<file path="config.mk">
export PLATFORM = sky130hd
export DESIGN_NAME = serial_subtractor
export DESIGN_NICKNAME = d
export VERILOG_FILES = /design/src/rtl/sub_pkg.sv /design/src/rtl/full_subtractor.sv /design/src/rtl/serial_subtractor.sv
export SDC_FILE = /design/constraint.sdc
export NUM_CORES = 1
export LEC_CHECK = 0
export BUFFER_PORTS_ARGS = -buffer_cell sky130_fd_sc_hd__buf_2
export CORE_MARGIN = 1.5
export CORE_UTILIZATION = 58
export CTS_BUF_LIST = sky130_fd_sc_hd__clkbuf_8 sky130_fd_sc_hd__clkbuf_16
export DETAILED_ROUTE_END_ITERATION = 16
export GPL_TIMING_DRIVEN = 0
export PLACE_DENSITY = 0.79
export REMOVE_ABC_BUFFERS = 1
export SETUP_SLACK_MARGIN = 0.5
export SLEW_MARGIN = 20
export SYNTH_ARGS = -nofsm -noshare
export SYNTH_HDL_FRONTEND = slang
export SYNTH_HIERARCHICAL = 1
export SYNTH_SLANG_ARGS = --single-unit
</file>
<file path="constraint.sdc">
create_clock -name clk -period 2.9 [get_ports clk]
set_input_delay 0.58 -clock clk [delete_from_list [all_inputs] [get_ports clk]]
set_output_delay 0.58 -clock clk [all_outputs]
set_load 0.005 [all_outputs]
</file>
<file path="src/rtl/sub_pkg.sv">
// Shared definitions for the bit-serial subtractor: FSM state encodings and
// a ceiling-log2 helper used to size the bit counter.
package sub_pkg;

    localparam logic [1:0] S_IDLE = 2'd0;
    localparam logic [1:0] S_RUN  = 2'd1;
    localparam logic [1:0] S_DONE = 2'd2;

    // Never returns less than 1, so a counter sized from it is at least one bit wide.
    function automatic int clog2(input int n);
        int r;
        r = 1;
        for (int unsigned i = 1; i < 31; i++) begin
            if ((1 << i) < n) r = int'(i) + 1;
        end
        return r;
    endfunction

endpackage

</file>
<file path="src/rtl/full_subtractor.sv">
// One-bit full-subtractor cell: d = a - b - bin, bout set when a borrow
// propagates to the next bit.
module full_subtractor (
    input  logic a,
    input  logic b,
    input  logic bin,
    output logic d,
    output logic bout
);

    always_comb begin
        d    = a ^ b ^ bin;
        bout = (~a & b) | (~(a ^ b) & bin);
    end

endmodule

</file>
<file path="src/rtl/serial_subtractor.sv">
// Bit-serial subtractor behind a start/done handshake: computes
// diff = a - b - bin LSB first, using one full-subtractor cell.
module serial_subtractor
    import sub_pkg::*;
#(
    parameter int WIDTH = 8
) (
    input  logic             clk,
    input  logic             rst,
    input  logic             start,
    input  logic [WIDTH-1:0] a,
    input  logic [WIDTH-1:0] b,
    input  logic             bin,
    output logic             busy,
    output logic             done,
    output logic [WIDTH-1:0] diff,
    output logic             bout
);

    localparam int CW = clog2(WIDTH);
    localparam logic [CW-1:0] LAST = CW'(WIDTH - 1);

    logic [1:0]       state;
    logic [CW-1:0]    cnt;
    logic [WIDTH-1:0] areg;
    logic [WIDTH-1:0] breg;
    logic [WIDTH-2:0] res;
    logic             br;

    logic             d_bit;
    logic             br_next;
    logic [WIDTH-1:0] res_next;

    full_subtractor u_cell (
        .a    (areg[0]),
        .b    (breg[0]),
        .bin  (br),
        .d    (d_bit),
        .bout (br_next)
    );

    // res keeps only the upper WIDTH-1 bits; the final shift lands straight in diff.
    assign res_next = {d_bit, res};

    always_ff @(posedge clk) begin
        if (rst) begin
            state <= S_IDLE;
            busy  <= 1'b0;
            done  <= 1'b0;
            diff  <= '0;
            bout  <= 1'b0;
            cnt   <= '0;
            areg  <= '0;
            breg  <= '0;
            res   <= '0;
            br    <= 1'b0;
        end else begin
            case (state)
                S_IDLE: begin
                    done <= 1'b0;
                    if (start) begin
                        areg  <= a;
                        breg  <= b;
                        br    <= bin;
                        cnt   <= '0;
                        busy  <= 1'b1;
                        state <= S_RUN;
                    end
                end
                S_RUN: begin
                    areg <= {1'b0, areg[WIDTH-1:1]};
                    breg <= {1'b0, breg[WIDTH-1:1]};
                    res  <= res_next[WIDTH-1:1];
                    br   <= br_next;
                    cnt  <= cnt + 1'b1;
                    if (cnt == LAST) begin
                        diff  <= res_next;
                        bout  <= br_next;
                        done  <= 1'b1;
                        state <= S_DONE;
                    end
                end
                S_DONE: begin
                    done  <= 1'b0;
                    busy  <= 1'b0;
                    state <= S_IDLE;
                end
                default: begin
                    done  <= 1'b0;
                    busy  <= 1'b0;
                    state <= S_IDLE;
                end
            endcase
        end
    end

endmodule

</file>
==> flow_metrics.tcl, run 1 <==
set metrics [dict create \
    insertion_delay_ns 0.29 \
    htreeDepth 2 \
    finClkSkew_ns 0.00583 \
    final_common_cell "dfxtp_1" \
    grt_max_degree 41 \
    drc 0 \
    cts_resized 0 \
    relSlewSlack 0.450 \
    hp-class "reg -> reg" \
    num-fill-cells 231 \
    power_leakage_uw 0.000779 \
    power_density_nw_per_um2 622 \
    fin_ws_ns 1.16 \
    crit_required_ns 3.10 \
    numClockSinks 40 \
    ys_async_sr_fraction 0 \
    crit_type "reg -> reg" \
    clockRootBuffer "clkbuf_8" \
    synth_flop_cell "dfxtp_1" \
    start_util 0.617 \
    cp_max_fo 31 \
    antennaDiodeCount 0 \
    rsz0062_at_grt "false" \
    synth_cells 178 \
    hold_buffers 0 \
    dp_hpwl_mm 2.00 \
    synth-seq-cells 40 \
    pre_cts_ws_ns 0.808 \
    report.final.slew_viol_count 0 \
    cts_buffers 5 \
    fmax_mhz 576 \
    ir_worst_vdd_v 0.000686 \
    tightest_slew_ns 0.826 \
    die_h_um 57.1 \
    first_iter_violations 32 \
    cp-start-kind "flop" \
    grt_usage 0.199 \
    worstSetupEndpointType "flop" \
    final_cell_mix "39 x dfxtp_1, 32 x nand2_1, 30 x buf_2" \
    hold_violations 0 \
    final_nets 225 \
    timing.setup.tns_ns 0 \
    fin_area_um2 1930 \
    fp.coreArea_um2 2760 \
    ys_warn_count 6 \
    dieArea_um2 3270 \
    synth-seq-area-share 0.471 \
    crit_arrival_ns 1.93 \
    synthToLayoutAreaGrowth_pct 13.5 \
    cts_tree "done" \
    period_needed_ns 1.74 \
    cts_setup_buffers 0 \
    max-cap-violations 0 \
    synth_edf_count 0 \
    gp_congestion 0.709 \
    grt.overflow.total 0 \
    setup_viol 0 \
    drt-total-wl_mm 2.89 \
    min_period_over_period 0.599 \
    status "completed" \
    dr_total_vias 1253 \
    avgSynthCellArea_um2 9.55 \
    wl_per_cell_um 12.3 \
    grt_pass1_vias 1210 \
    antenna_left 0 \
    path_clk_slew_ns 0.08 \
    pin_count 31 \
    die_x_um 57.1 \
    syn-cell-area_um2 1700 \
    cts_buffer_depth 2 \
    grt_pass1_wl_mm 4.97 \
    port_buffers 30 \
    antenna_found_initial 0 \
    place_area_um2 1810 \
    synth_cell_type_count 25 \
    viasPerCell 5.35 \
    rows 19 \
    firstDrtPassIters 4 \
    drive_gt1_frac 0.281 \
]
[Yosys cell counts (2+ instances only)]
| library cell | n | area, um2 |
|---|---|---|
| dfxtp_1 | 40 | 801 |
| nand2_1 | 32 | 120 |
| nor2_1 | 22 | 82.6 |
| a21oi_1 | 17 | 85.1 |
| a211oi_2 | 15 | 188 |
| mux2i_1 | 15 | 150 |
| a22oi_1 | 4 | 30.0 |
| buf_4 | 4 | 30.0 |
| inv_1 | 4 | 15.0 |
| nor3_1 | 4 | 20.0 |
| buf_1 | 2 | 7.51 |
| buf_2 | 2 | 10.0 |
| buf_6 | 2 | 22.5 |
| clkbuf_1 | 2 | 7.51 |
| ha_1 | 2 | 25.0 |
| nor2b_1 | 2 | 12.5 |
[area by class of cell]
type,count,area (um2),share of cell area
sequential,40,802,0.416
clock buffer,6,82.6,0.0428
timing repair buffer,30,150,0.0778
inverter,4,15.0,0.00778
tap,31,38.8,0.0201
clock inverter,2,38.8,0.0201
multi-input combinational,121,802,0.416
[path summary, 6_finish.rpt]
check	slack, ns	cells past startpoint	end	from
worst min-delay path	0.45	2	diff[4]	diff[4]
worst max-delay path	1.16	3	areg[4]	state[0]
worst min register to register	0.45	2	diff[4]	diff[4]
worst max register to register	1.16	3	areg[4]	state[0]
[flip-flops by register name (all words and copies together), names as in the netlist]
| name | cells |
|---|---|
| state | 2 |
| done | 1 |
| areg | 8 |
| busy | 1 |
| diff | 8 |
| breg | 8 |
| res | 7 |
| br | 1 |
| cnt | 3 |
| bout | 1 |
[where the power goes]
group | switching, uW | internal [uW]
logic | 68.3 | 57.1
clock network | 190 | 281
registers | 25.6 | 577
total | 284 | 915
[per-layer routing]
metal,vias to the layer above,GRT usage,part of all wire
li1,655,-,-
met3,8,0.0476,0.036
met2,27,0.355,0.50
met5,-,0,0
met1,563,0.220,0.44
met4,0,0.0997,0.020
[critical path: stages, from the launching register on]
cell,delay [ns]
dfxtp_2,0.74
o21ba_4,0.54
nor2_1,0.12
a211oi_2,0.24
[metrics by stage]
step / power [uW] / instances / hold slack [ns] / utilization
final: 1200 / 234 / 0.452 / 0.700
after CTS: 1210 / 234 / 0.456 / 0.699
after global routing: 1250 / 234 / 0.476 / 0.700
after floorplan: 696 / 165 / 0.426 / -
after global placement: 731 / 226 / 0.438 / 0.655
after detailed placement: 742 / 226 / 0.445 / 0.655
[kinds of logic (layout without fill, tap and decap cells)]
| group | count (synthesis) | in the layout | synth area share |
|---|---|---|---|
| DFF | 40 | 40 | 0.471 |
| AOI/OAI and AO/OA | 39 | 39 | 0.199 |
| buffers and inverters | 17 | 42 | 0.0574 |
| adders and majority gates | 3 | 3 | 0.0265 |
| muxes | 15 | 15 | 0.0883 |
| and+or+nand+nor | 64 | 64 | 0.158 |
No activity file was read; power rests on OpenSTA's default activity.
==> run 2: changes to the inputs <==
Settings changed: ABC_AREA set to 1, CORE_UTILIZATION 58 to 55, PLACE_DENSITY 0.79 to 0.74.
Clock period 2.9 ns to 1.6 ns, I/O delays scaled along.
==> run 2 against run 1 <==
Effect of this change:
- combinational power grew to 3.6 times the previous value
- core utilization grew 6.0 points
- area after synthesis grew 8.1%
- fmax grew 49%
- largest cell class is now multi-input combinational cells
- total power grew 87%
- non-clock buffer count grew 17
- via count grew 42%
==> flow_metrics.tcl, run 2 <==
set metrics [dict create \
    ys_async_sr_fraction 0 \
    htreeDepth 2 \
    drc 0 \
    numClockSinks 40 \
    synth-seq-area-share 0.436 \
    cts_buffers 5 \
    die_x_um 60.8 \
    synth_cell_type_count 20 \
    syn-cell-area_um2 1840 \
    grt_pass1_wl_mm 7.11 \
    avgSynthCellArea_um2 6.66 \
    finalPower_uw 2240 \
    rsz0062_at_grt "true" \
    min_period_over_period 0.728 \
    synth_top_area_share 0.436 \
    path_clk_slew_ns 0.07 \
    dp_hpwl_mm 2.01 \
    pin_count 31 \
    tightest_slew_ns 0.345 \
    dp.cells 337 \
    start_util 0.592 \
    cp_max_fo 6 \
    dr_total_vias 1774 \
    synthToLayoutAreaGrowth_pct 28.3 \
    firstDrtPassIters 4 \
    ys_warn_count 6 \
    grt_max_degree 37 \
    path_buf_inv 2 \
    whs_ns 0.216 \
    port_buffers 30 \
    final_common_cell "nand2_1" \
    viasPerCell 4.85 \
    finClkSkew_ns 0.00555 \
    ir_worst_vdd_v 0.000770 \
    cp_top_family "flip-flops" \
    antennaDiodeCount 0 \
    crit_chain "buf_4 -> buf_4 -> nand3_1 -> nand2_1 -> nor2_1 -> nor2_1" \
    cts_buffer_depth 2 \
    cp-start-kind "flop" \
    drt-total-wl_mm 4.31 \
    drive_gt1_frac 0.264 \
    finalNonFillerCells 366 \
    setup_viol 0 \
    die_h_um 60.8 \
    crit_required_ns 1.79 \
    yosys-top-cells-count "87 x nand2_1, 66 x nor2_1, 40 x dfxtp_1" \
    crit_arrival_ns 1.35 \
    worstSetupEndpointType "flop" \
    power_leakage_uw 0.00121 \
    cts_tree "done" \
    fp.coreArea_um2 3100 \
    fin_ws_ns 0.435 \
    power_density_nw_per_um2 948 \
    synth_cells 276 \
    insertion_delay_ns 0.29 \
    slowest_stage "dfxtp_4" \
    clockRootBuffer "clkbuf_8" \
    synth_area_leaders "dfxtp_1 44%, nand2_1 18%, nor2_1 13%" \
    grt_pass1_vias 1605 \
    grt.overflow.total 0 \
    slowest_delay_ns 0.38 \
    synth_flop_cell "dfxtp_1" \
    synth_edf_count 0 \
    relSlewSlack 0.770 \
    final_cell_mix "85 x nand2_1, 60 x nor2_1, 32 x dfxtp_1" \
    antenna_left 0 \
    report.final.slew_viol_count 0 \
    yosys.area.top_type "dfxtp_1" \
    period_needed_ns 1.17 \
    rows 20 \
    wl_per_cell_um 11.8 \
    hp-class "in -> reg" \
    fmax_mhz 858 \
    gp_congestion 0.731 \
    pre_cts_ws_ns -0.219 \
    final_nets 344 \
    reg_top3 "areg (8), breg (8), diff (8)" \
    first_iter_violations 107 \
    synth-seq-cells 40 \
    antenna_found_initial 0 \
    crit_type "reg -> reg" \
    max-cap-violations 0 \
    status "completed" \
    yosysMostFrequentCell "nand2_1" \
    dieArea_um2 3700 \
    hold_violations 0 \
    grt_usage 0.265 \
]
## run 2: cell types whose count changed in the layout (fill, tap and decap cells not counted), sizes merged, moves of 2 or more
cell | before | now
nand2 | 32 | 91
nor2 | 22 | 67
inv | 4 | 34
nand3 | 0 | 19
buf | 30 | 47
a211oi | 16 | 0
mux2i | 15 | 0
a21oi | 17 | 3
o21ai | 0 | 11
a22oi | 4 | 0
nor3 | 4 | 0
nor2b | 2 | 0
## run 2: final timing paths
kind / startpoint / to / slack (ns) / cells past startpoint
worst min register to register: busy / busy / 0.47 / 2
worst max register to register: state[0] / areg[3] / 0.43 / 6
worst min-delay path: a[7] / areg[7] / 0.22 / 3
worst max-delay path: state[0] / areg[3] / 0.43 / 6
## run 2: cell type report
type,count,area (um2)
well taps,44,55.1
inverters,31,126
clock inverters,2,7.51
multi-input cells,195,943
clock buffers,6,82.6
flip-flops and latches,40,813
fillers,267,744
repair buffers,47,327
repair inverters,1,3.75
## run 2: power breakdown
part           internal [uW]  switching, uW
Clock                    339            323
Combinational            200            252
Sequential              1070           51.3
Total                   1610            627
## run 2: through the flow
step | utilization | setup TNS, ns | instance area [um2]
CTS | 0.728 | 0 | 2260
global route | 0.760 | 0 | 2360
detailed placement | 0.628 | -4.95 | 1950
global placement | 0.628 | -4.29 | 1950
floorplan | - | 0 | 1740
finish | 0.760 | 0 | 2360
## run 2: tightest hold or removal path, cell delays in order
cell and delay [ns]:
buf_2 0.07, nand2_1 0.04, nand2_1 0.04
## run 2: cells by family (layout without fill, tap and decap cells)
kind of cell | count (synthesis) | count (layout) | synth area share
buf+inv | 44 | 87 | 0.115
fa+ha+maj | 3 | 3 | 0.0245
simple gates | 176 | 178 | 0.383
compound gates | 13 | 14 | 0.0415
flops | 40 | 40 | 0.436
## run 2: metal layers
layer,GRT usage,share of wire,vias up,routed length [um]
met4,0.130,0.025,0,106
met3,0.0576,0.056,13,242
met5,0,0,-,0
met1,0.344,0.43,790,1850
li1,-,-,924,-
met2,0.418,0.49,47,2110
## run 2: repair_timing
item,in CTS,in global routing
setup buffers,14,3
setup endpoints to repair,40,39
hold endpoints to repair,0,0
pin swaps,10,5
gates resized for setup,23,18
hold buffers,0,0
gates cloned,3,1
